<file path="config.mk">
export PLATFORM = sky130hd
export DESIGN_NAME = alu_cmd_sequencer
export DESIGN_NICKNAME = d
export VERILOG_FILES = /design/src/rtl/alu_cmd_sequencer.sv
export SDC_FILE = /design/constraint.sdc
export NUM_CORES = 1
export LEC_CHECK = 0
export CAP_MARGIN = 20
export CORE_AREA = 4 4 94 96
export CTS_CLUSTER_SIZE = 28
export DETAILED_ROUTE_END_ITERATION = 12
export DIE_AREA = 0 0 98 100
export PLACE_DENSITY = 0.66
export SYNTH_ARGS = -nofsm -noshare
export SYNTH_HDL_FRONTEND = slang
export SYNTH_SLANG_ARGS = --single-unit
export TNS_END_PERCENT = 10
</file>
<file path="constraint.sdc">
create_clock -name clk -period 2 [get_ports clk]
set_clock_uncertainty 0.05 [all_clocks]
set_input_delay 0.4 -clock clk [delete_from_list [all_inputs] [get_ports clk]]
set_output_delay 0.4 -clock clk [all_outputs]
set_load 0.01 [all_outputs]
</file>
<file path="src/rtl/alu_cmd_sequencer.sv">
// Command FIFO feeding a registered 4-bit ALU interface, with a handshaked response register.
// Optional macro ALU_SEQ_ERR_CHECK_EN flags opcodes 101..111 as illegal in the response.
module alu_cmd_sequencer #(
    parameter int DEPTH = 4
) (
    input  logic       clk,
    input  logic       rst_n,
    input  logic       cmd_valid,
    output logic       cmd_ready,
    input  logic [3:0] cmd_a,
    input  logic [3:0] cmd_b,
    input  logic [2:0] cmd_op,
    output logic [3:0] alu_a,
    output logic [3:0] alu_b,
    output logic [2:0] alu_op,
    input  logic [3:0] alu_result,
    input  logic       alu_carry,
    output logic       rsp_valid,
    input  logic       rsp_ready,
    output logic [3:0] rsp_result,
    output logic       rsp_carry,
    output logic [2:0] rsp_op,
    output logic       rsp_err
);

    localparam int AW = (DEPTH > 1) ? $clog2(DEPTH) : 1;
    localparam logic [AW:0]   FULL_CNT = (AW+1)'(DEPTH);
    localparam logic [AW:0]   CNT_ONE  = {{AW{1'b0}}, 1'b1};
    localparam logic [AW-1:0] PTR_ONE  = {{(AW-1){1'b0}}, 1'b1};

    typedef enum logic [1:0] {
        IDLE,
        EXEC,
        RESP
    } state_t;

    state_t state;

    logic [10:0]   mem [DEPTH];
    logic [AW-1:0] wr_ptr;
    logic [AW-1:0] rd_ptr;
    logic [AW:0]   count;
    logic          empty;
    logic          push;
    logic          pop;
    logic [10:0]   head;

    assign empty     = (count == '0);
    assign cmd_ready = (count != FULL_CNT);
    assign push      = cmd_valid && cmd_ready;
    assign pop       = !empty && ((state == IDLE) || ((state == RESP) && rsp_ready));
    assign head      = mem[rd_ptr];

    always_ff @(posedge clk) begin
        if (push) begin
            mem[wr_ptr] <= {cmd_op, cmd_b, cmd_a};
        end
    end

    // Pointers wrap naturally because DEPTH is a power of two.
    always_ff @(posedge clk or negedge rst_n) begin
        if (!rst_n) begin
            wr_ptr <= '0;
            rd_ptr <= '0;
            count  <= '0;
        end else begin
            if (push) begin
                wr_ptr <= wr_ptr + PTR_ONE;
            end
            if (pop) begin
                rd_ptr <= rd_ptr + PTR_ONE;
            end
            case ({push, pop})
                2'b10:   count <= count + CNT_ONE;
                2'b01:   count <= count - CNT_ONE;
                default: count <= count;
            endcase
        end
    end

    always_ff @(posedge clk or negedge rst_n) begin
        if (!rst_n) begin
            state      <= IDLE;
            alu_a      <= '0;
            alu_b      <= '0;
            alu_op     <= '0;
            rsp_valid  <= 1'b0;
            rsp_result <= '0;
            rsp_carry  <= 1'b0;
            rsp_op     <= '0;
`ifdef ALU_SEQ_ERR_CHECK_EN
            rsp_err    <= 1'b0;
`endif
        end else begin
            case (state)
                IDLE: begin
                    if (pop) begin
                        {alu_op, alu_b, alu_a} <= head;
                        state <= EXEC;
                    end
                end
                EXEC: begin
                    rsp_op    <= alu_op;
                    rsp_valid <= 1'b1;
                    state     <= RESP;
`ifdef ALU_SEQ_ERR_CHECK_EN
                    if (alu_op > 3'd4) begin
                        rsp_result <= '0;
                        rsp_carry  <= 1'b0;
                        rsp_err    <= 1'b1;
                    end else begin
                        rsp_result <= alu_result;
                        rsp_carry  <= alu_carry;
                        rsp_err    <= 1'b0;
                    end
`else
                    rsp_result <= alu_result;
                    rsp_carry  <= alu_carry;
`endif
                end
                RESP: begin
                    // Release the response and issue the next command in the same edge.
                    if (rsp_ready) begin
                        rsp_valid <= 1'b0;
                        if (pop) begin
                            {alu_op, alu_b, alu_a} <= head;
                            state <= EXEC;
                        end else begin
                            state <= IDLE;
                        end
                    end
                end
                default: state <= IDLE;
            endcase
        end
    end

`ifndef ALU_SEQ_ERR_CHECK_EN
    assign rsp_err = 1'b0;
`endif

endmodule

</file>
* Word level (Yosys, flattened, before mapping)
Memories as Yosys holds them, arrays and structs flattened.
Cells that the tools add are included.
Widths: inputs -> output; s select.
** Operators by class
- Add/subtract/negate cells :: 4
- Equal/unequal tests :: 7
- Mux-type cells :: 18
- Reductions and logical operators :: 13
** Operator list (number)
- $mux 4 :: 4
- $pmux 4 s2 :: 2
- $pmux 3 s2 :: 2
- $mux 3 :: 2
- $pmux 2 s3 :: 1
- $reduce_and 2->1 :: 3
- $reduce_bool 2->1 :: 3
- $add 2x1->2 const B :: 2
- $eq 2x1->1 const B :: 2
- $eq 2x2->1 const B :: 2
- $mux 1 :: 4
- $mux 2 :: 2
- $ne 2x2->1 const B :: 2
- $add 3x1->3 const B :: 1
- $logic_and 1x1->1 :: 3
- $logic_not 3->1 :: 1
- $ne 3x3->1 const B :: 1
- $sub 3x1->3 const B :: 1
- $logic_not 2->1 :: 1
- $pmux 1 s2 :: 1
- $logic_not 1->1 :: 1
- $logic_or 1x1->1 :: 1
** Storage, ports and cells
- Register bits after elaboration :: 29
- Memory bits (writable) :: 44
- Bits of input ports :: 20
- Output and inout port bits :: 22
- Memories :: 1
** Memories
- mem :: depth 4, bits a word 11, read ports 1, clocked after memory_dff 0, wr ports 1, RTL line 39 : logic [10:0] mem [DEPTH];

* Depth between registers and ports, before layout
- Word-level depth :: 7
- Depth in mapped cells :: 9
- Gate-level depth less buffers :: 9

* Worst setup path before layout
OpenSTA, ideal clock, no wires.
- Path kind :: register to register
- Start :: register count[0]
- End :: register count[2]
- Library setup time :: 0.079 ns
- Arrival time :: 2.027 ns
- Data required time :: 1.871 ns
- Slack :: -0.157 ns
- Stages on the path, launching flop included :: 10
- Buffers on the path :: 0
- Clock period less this slack :: 2.157 ns
- Cells stage by stage :: dfrtp_1 or3b_4 and2_4 inv_1 ha_1 inv_1 fa_1 xor2_1 nor2_1 xor2_1
** RTL lines
- start: declaration :: RTL line 42 : logic [AW:0] count;
- start signal: assignment :: RTL line 74 : 2'b10: count <= count + CNT_ONE;
- start signal: assignment :: RTL line 75 : 2'b01: count <= count - CNT_ONE;
- start signal: assignment :: RTL line 76 : default: count <= count;
- $ne 3x3->1 * :: RTL line 49 : assign cmd_ready = (count != FULL_CNT);
- via cmd_ready :: RTL line 9 : output logic cmd_ready,
- $logic_and 1x1->1 * :: RTL line 50 : assign push = cmd_valid && cmd_ready;
- $eq 2x1->1 or $eq 2x2->1 (tied branches) :: RTL line 73 : case ({push, pop})
- $pmux 3 s2 or $reduce_bool 2->1 (tied branches)
The timed path passes the listed nets; every way through them passes the cells marked *.
A chain may end at the register's enable or synchronous reset.

* Final worst setup path
- Start :: input port rsp_ready
- End :: register count[2]
** On the way
- Longest elaborated chain between the ends :: 5
** Ends and longest elaborated chain
- start: declaration :: RTL line 19 : input logic rsp_ready,
- $logic_and 1x1->1 * :: RTL line 51 : assign pop = !empty && ((state == IDLE) || ((state == RESP) && rsp_ready));
- $logic_or 1x1->1 * :: RTL line 51
- $logic_and 1x1->1 * :: RTL line 51
- $eq 2x1->1 or $eq 2x2->1 (tied branches) :: RTL line 73
- $pmux 3 s2 or $reduce_bool 2->1 (tied branches)
Mark *: on every way between the ends. The rest lies on a longest branch, timed or not.

==> results.txt <==
----------------------------------------------------
[Finish]
  Fraction of layout instances using a drive strength above 1 ... 33.0%
  Relative area change from synthesis to final layout ... 31.3%
  Count of nets after finishing ... roughly 240
  Post-Layout Cell Count ... 323
  N_diodes ... 0
  Layout fillers ... 706

[Floorplanning]
  IO Pins ... 42
  Initial core utilization ... 36.0%
  Die Span Y ... 100 um
  Number of core rows ... 33
  CORE AREA ... 8050 um^2
  Area of the die ... 9800 um^2
  Overall die width ... 98 um

[Synth]
  Share of synthesized area spent on multiplexers ... 18.0%
  Flops & latches, synth ... 73
  Synth area leader ... sky130_fd_sc_hd__edfxtp_1
  Yosys warning count ... 0
  Synth cell types ... 29
  Nets in the synthesized netlist ... 173
  Synthesized netlist cell count ... between 100 and 150
  Xor and xnor area share after synthesis ... 1.81%
  Area share of the leading cell type in the synthesized netlist ... a little under half
  Post-Syn Area per Cell ... 19.7 um^2
  Largest family of logic cells by synthesized area ... multiplexers
  Top area cells in the synthesized netlist ... sky130_fd_sc_hd__edfxtp_1 46%, sky130_fd_sc_hd__dfrtp_1 25%, sky130_fd_sc_hd__mux4_2 7.8%
  Portion of the post-synthesis area used by sequential elements ... 70.7%
  Adder and majority gate portion of the synthesized area ... 2.85%
  Synth Area in Simple Gates ... just under 4%
  Compound-Gate Fraction of Synth Area ... less than 1%
  Cell area after synthesis ... approximately 2900 um^2

[Placement]
  Number of port buffers ... 40
  HPWL after detailed placement ... 3310 um
  Total placed cells including tap cells ... 306
  Post-place setup slack ... -0.365 ns
  Final weighted congestion of routability-driven global placement ... 0.677

[Global routing]
  Via count of the first global-routing pass ... roughly 1,600
  Overall fraction of global-route tracks in use ... a little over a tenth
  First-pass GRT wire length ... ~7900 um
  Total grt overflow ... 0
  Maximum number of pins on one net before global-route repair ... 30
  Initial antenna violation count ... 0

[Job]
  Max-Cap Viols ... 0

[Timing]
  Final worst path period need ... between 2 and 2.5 ns
  Period Utilization, post-route ... 100%
  Tightest Pin Transition ... 0.558 ns
  Max-slew violations ... 0
  Final-report hold violation count ... 0
  Number of setup violations in the final report ... 1
  Setup slack after layout ... -0.00659 ns
  RSZ-0062 raised after global routing ... true
  Worst-case hold slack ... 0.404 ns
  Max frequency ... 498 MHz
  Final setup TNS ... -0.00659 ns
  Worst slew margin ... 62.8%

[Pwr]
  Leakage component of the power ... 1.47 nW
  Pwr per Cell Area ... 1560 nW/um^2
  Final Power ... 0.00595 W
  Maximum ir drop on the vdd rail ... 0.455 mV

[Worst setup path]
  Critical Path Sink Type ... register
  Critical Path RT ... approximately 2.2 ns
  Critical-path maximum fanout ... 2
  Worst reg2reg path endpoint ... count[2]$_DFFE_PN0P_
  Worst r2r src ... count[0]$_DFFE_PN0P_
  Path depth of the worst reg2reg path ... 9
  Element type at the critical path start ... primary input
  Endpoint arrival time on the critical path ... approximately 2.2 ns
  Setup CP Type ... in2reg
  Slack of the worst reg-to-reg path ... -0.007 ns

[Route]
  First DRT Iteration DRCs ... 43
  Per-cell via count in the routed design ... 4.47
  First-pass detailed-route iteration total ... 4
  Routed WL ... roughly 4800 um
  Wire per inst ... 14.8 um
  Residual antenna-violating net count after detailed routing ... 0
  DRC viols ... 0
  Vias ... 1,443

[Run status]
  Violated checks ... setup timing
  Result of the run ... finished, violations left

[Clock network]
  Clock latency at the later pin of the worst-skew pair ... 0.33 ns
  TritonCTS clock tree ... done
  Number of CTS-inserted buffers ... 9
  Count of hold-fix buffers inserted at cts ... 0
  Clock Path Buffers ... 2
  H-tree Lvls ... 3
  Number of sinks driven by the clock tree ... 73
  CTS Root Buffer Type ... sky130_fd_sc_hd__clkbuf_8
  Clock transition at the registers of the reported paths ... about 0.070 ns

[Hold path]
  Hold/Removal Path Class ... in2async

----------------------------------------------------
-- cell usage after synthesis --
master and number:
sky130_fd_sc_hd__a21o_1 1, sky130_fd_sc_hd__a21oi_1 2, sky130_fd_sc_hd__and2_4 1, sky130_fd_sc_hd__and2b_1 1, sky130_fd_sc_hd__and3_1 4, sky130_fd_sc_hd__buf_2 1, sky130_fd_sc_hd__buf_4 2, sky130_fd_sc_hd__buf_6 1
sky130_fd_sc_hd__conb_1 1, sky130_fd_sc_hd__dfrtp_1 29, sky130_fd_sc_hd__edfxtp_1 44, sky130_fd_sc_hd__fa_1 1, sky130_fd_sc_hd__ha_1 5, sky130_fd_sc_hd__inv_1 8, sky130_fd_sc_hd__mux2_2 11, sky130_fd_sc_hd__mux2_4 9
sky130_fd_sc_hd__mux2i_1 1, sky130_fd_sc_hd__mux4_1 1, sky130_fd_sc_hd__mux4_2 10, sky130_fd_sc_hd__nand2_1 1, sky130_fd_sc_hd__nor2_1 1, sky130_fd_sc_hd__nor2_4 1, sky130_fd_sc_hd__nor3_1 1, sky130_fd_sc_hd__nor3_2 1
sky130_fd_sc_hd__nor3_4 1, sky130_fd_sc_hd__nor4b_1 1, sky130_fd_sc_hd__or3b_4 1, sky130_fd_sc_hd__xnor2_1 2, sky130_fd_sc_hd__xor2_1 4
-- cell families after synthesis --
logic type,Yosys count
simple gates,14
mux,32
xor+xnor,6
buf+inv,12
other cells,1
fa+ha+maj,6
compound gates,3
flops,73
-- registers in the layout, indices dropped and copies added, names as in the netlist --
signal      count
state           2
rd_ptr          2
alu_op          3
rsp_op          3
alu_a           4
rsp_result      4
alu_b           4
wr_ptr          2
mem            44
count           3
rsp_valid       1
rsp_carry       1
-- what timing repair did --
| action | 4_1_cts | 5_1_grt |
|---|---|---|
| pin swaps | 3 | 0 |
| resized for setup | 5 | 1 |
| buffers inserted | 1 | 0 |
| endpoints found under the setup margin | 2 | 2 |
-- critical path, stage by stage --
cell,delay [ns]
sky130_fd_sc_hd__clkdlybuf4s50_1,0.48
sky130_fd_sc_hd__and2b_1,0.22
sky130_fd_sc_hd__nor3_4,0.17
sky130_fd_sc_hd__ha_4,0.17
sky130_fd_sc_hd__inv_2,0.03
sky130_fd_sc_hd__fa_2,0.33
sky130_fd_sc_hd__xor2_1,0.14
sky130_fd_sc_hd__nor2_1,0.12
sky130_fd_sc_hd__xor2_1,0.15
-- cell type report --
cell class                 instances  area [um^2]  area share [%]
timing repair buffer              59          593            15.6
clock buffer                      11          141            3.72
multi-input combinational         62          803            21.1
sequential                        73         2050            53.8
clock inverter                     5         55.1            1.45
tap                              105          131            3.45
inverter                           8         32.5           0.855
-- cells in the final DEF (no fill, tap or decap), types with 2 or more instances in the layout --
| cell type | n |
|---|---|
| sky130_fd_sc_hd__xor2_1 | 4 |
| sky130_fd_sc_hd__clkbuf_8 | 10 |
| sky130_fd_sc_hd__xnor2_1 | 2 |
| sky130_fd_sc_hd__edfxtp_1 | 44 |
| sky130_fd_sc_hd__mux2_2 | 11 |
| sky130_fd_sc_hd__clkdlybuf4s50_1 | 39 |
| sky130_fd_sc_hd__dfrtp_1 | 29 |
| sky130_fd_sc_hd__buf_4 | 15 |
| sky130_fd_sc_hd__ha_1 | 4 |
| sky130_fd_sc_hd__buf_12 | 4 |
| sky130_fd_sc_hd__a21oi_1 | 2 |
| sky130_fd_sc_hd__and3_1 | 4 |
| sky130_fd_sc_hd__inv_1 | 6 |
| sky130_fd_sc_hd__mux4_2 | 10 |
| sky130_fd_sc_hd__mux2_4 | 9 |
-- where the power goes --
part	switching [W]	total [W]	internal, W
Sequential	0.000270	0.00239	0.00212
Clock	0.000499	0.00111	0.000606
Combinational	0.000935	0.00245	0.00152
Total	0.00170	0.00595	0.00424
-- worst max-delay path by stage --
stage	from	to	slack, ns	cells past startpoint
5_1_grt	count[0]$_DFFE_PN0P_	count[2]$_DFFE_PN0P_	-0.07	9
3_5_place_dp	rsp_ready	count[2]$_DFFE_PN0P_	-0.36	9
6_report	rsp_ready	count[2]$_DFFE_PN0P_	-0.007	9
3_3_place_gp	rsp_ready	count[2]$_DFFE_PN0P_	-0.33	9
2_1_floorplan	count[0]$_DFFE_PN0P_	count[2]$_DFFE_PN0P_	-0.08	9
4_1_cts	count[1]$_DFFE_PN0P_	count[2]$_DFFE_PN0P_	-0.01	9
-- stage by stage --
stage	util, %	cell area [um^2]
final	47.2	3800
after global routing	47.2	3800
after CTS	47.2	3800
after detailed placement	44.6	3590
after global placement	44.6	3590
after floorplan	-	2910
-- metal layers --
layer	GRT usage [%]	up-vias	share of wire, %
li1	-	682	-
met1	12.1	721	42
met2	18.3	40	52
met3	4.73	0	6.4
met4	3.19	0	0
met5	0	-	0
(Power assumes the default switching activity.)
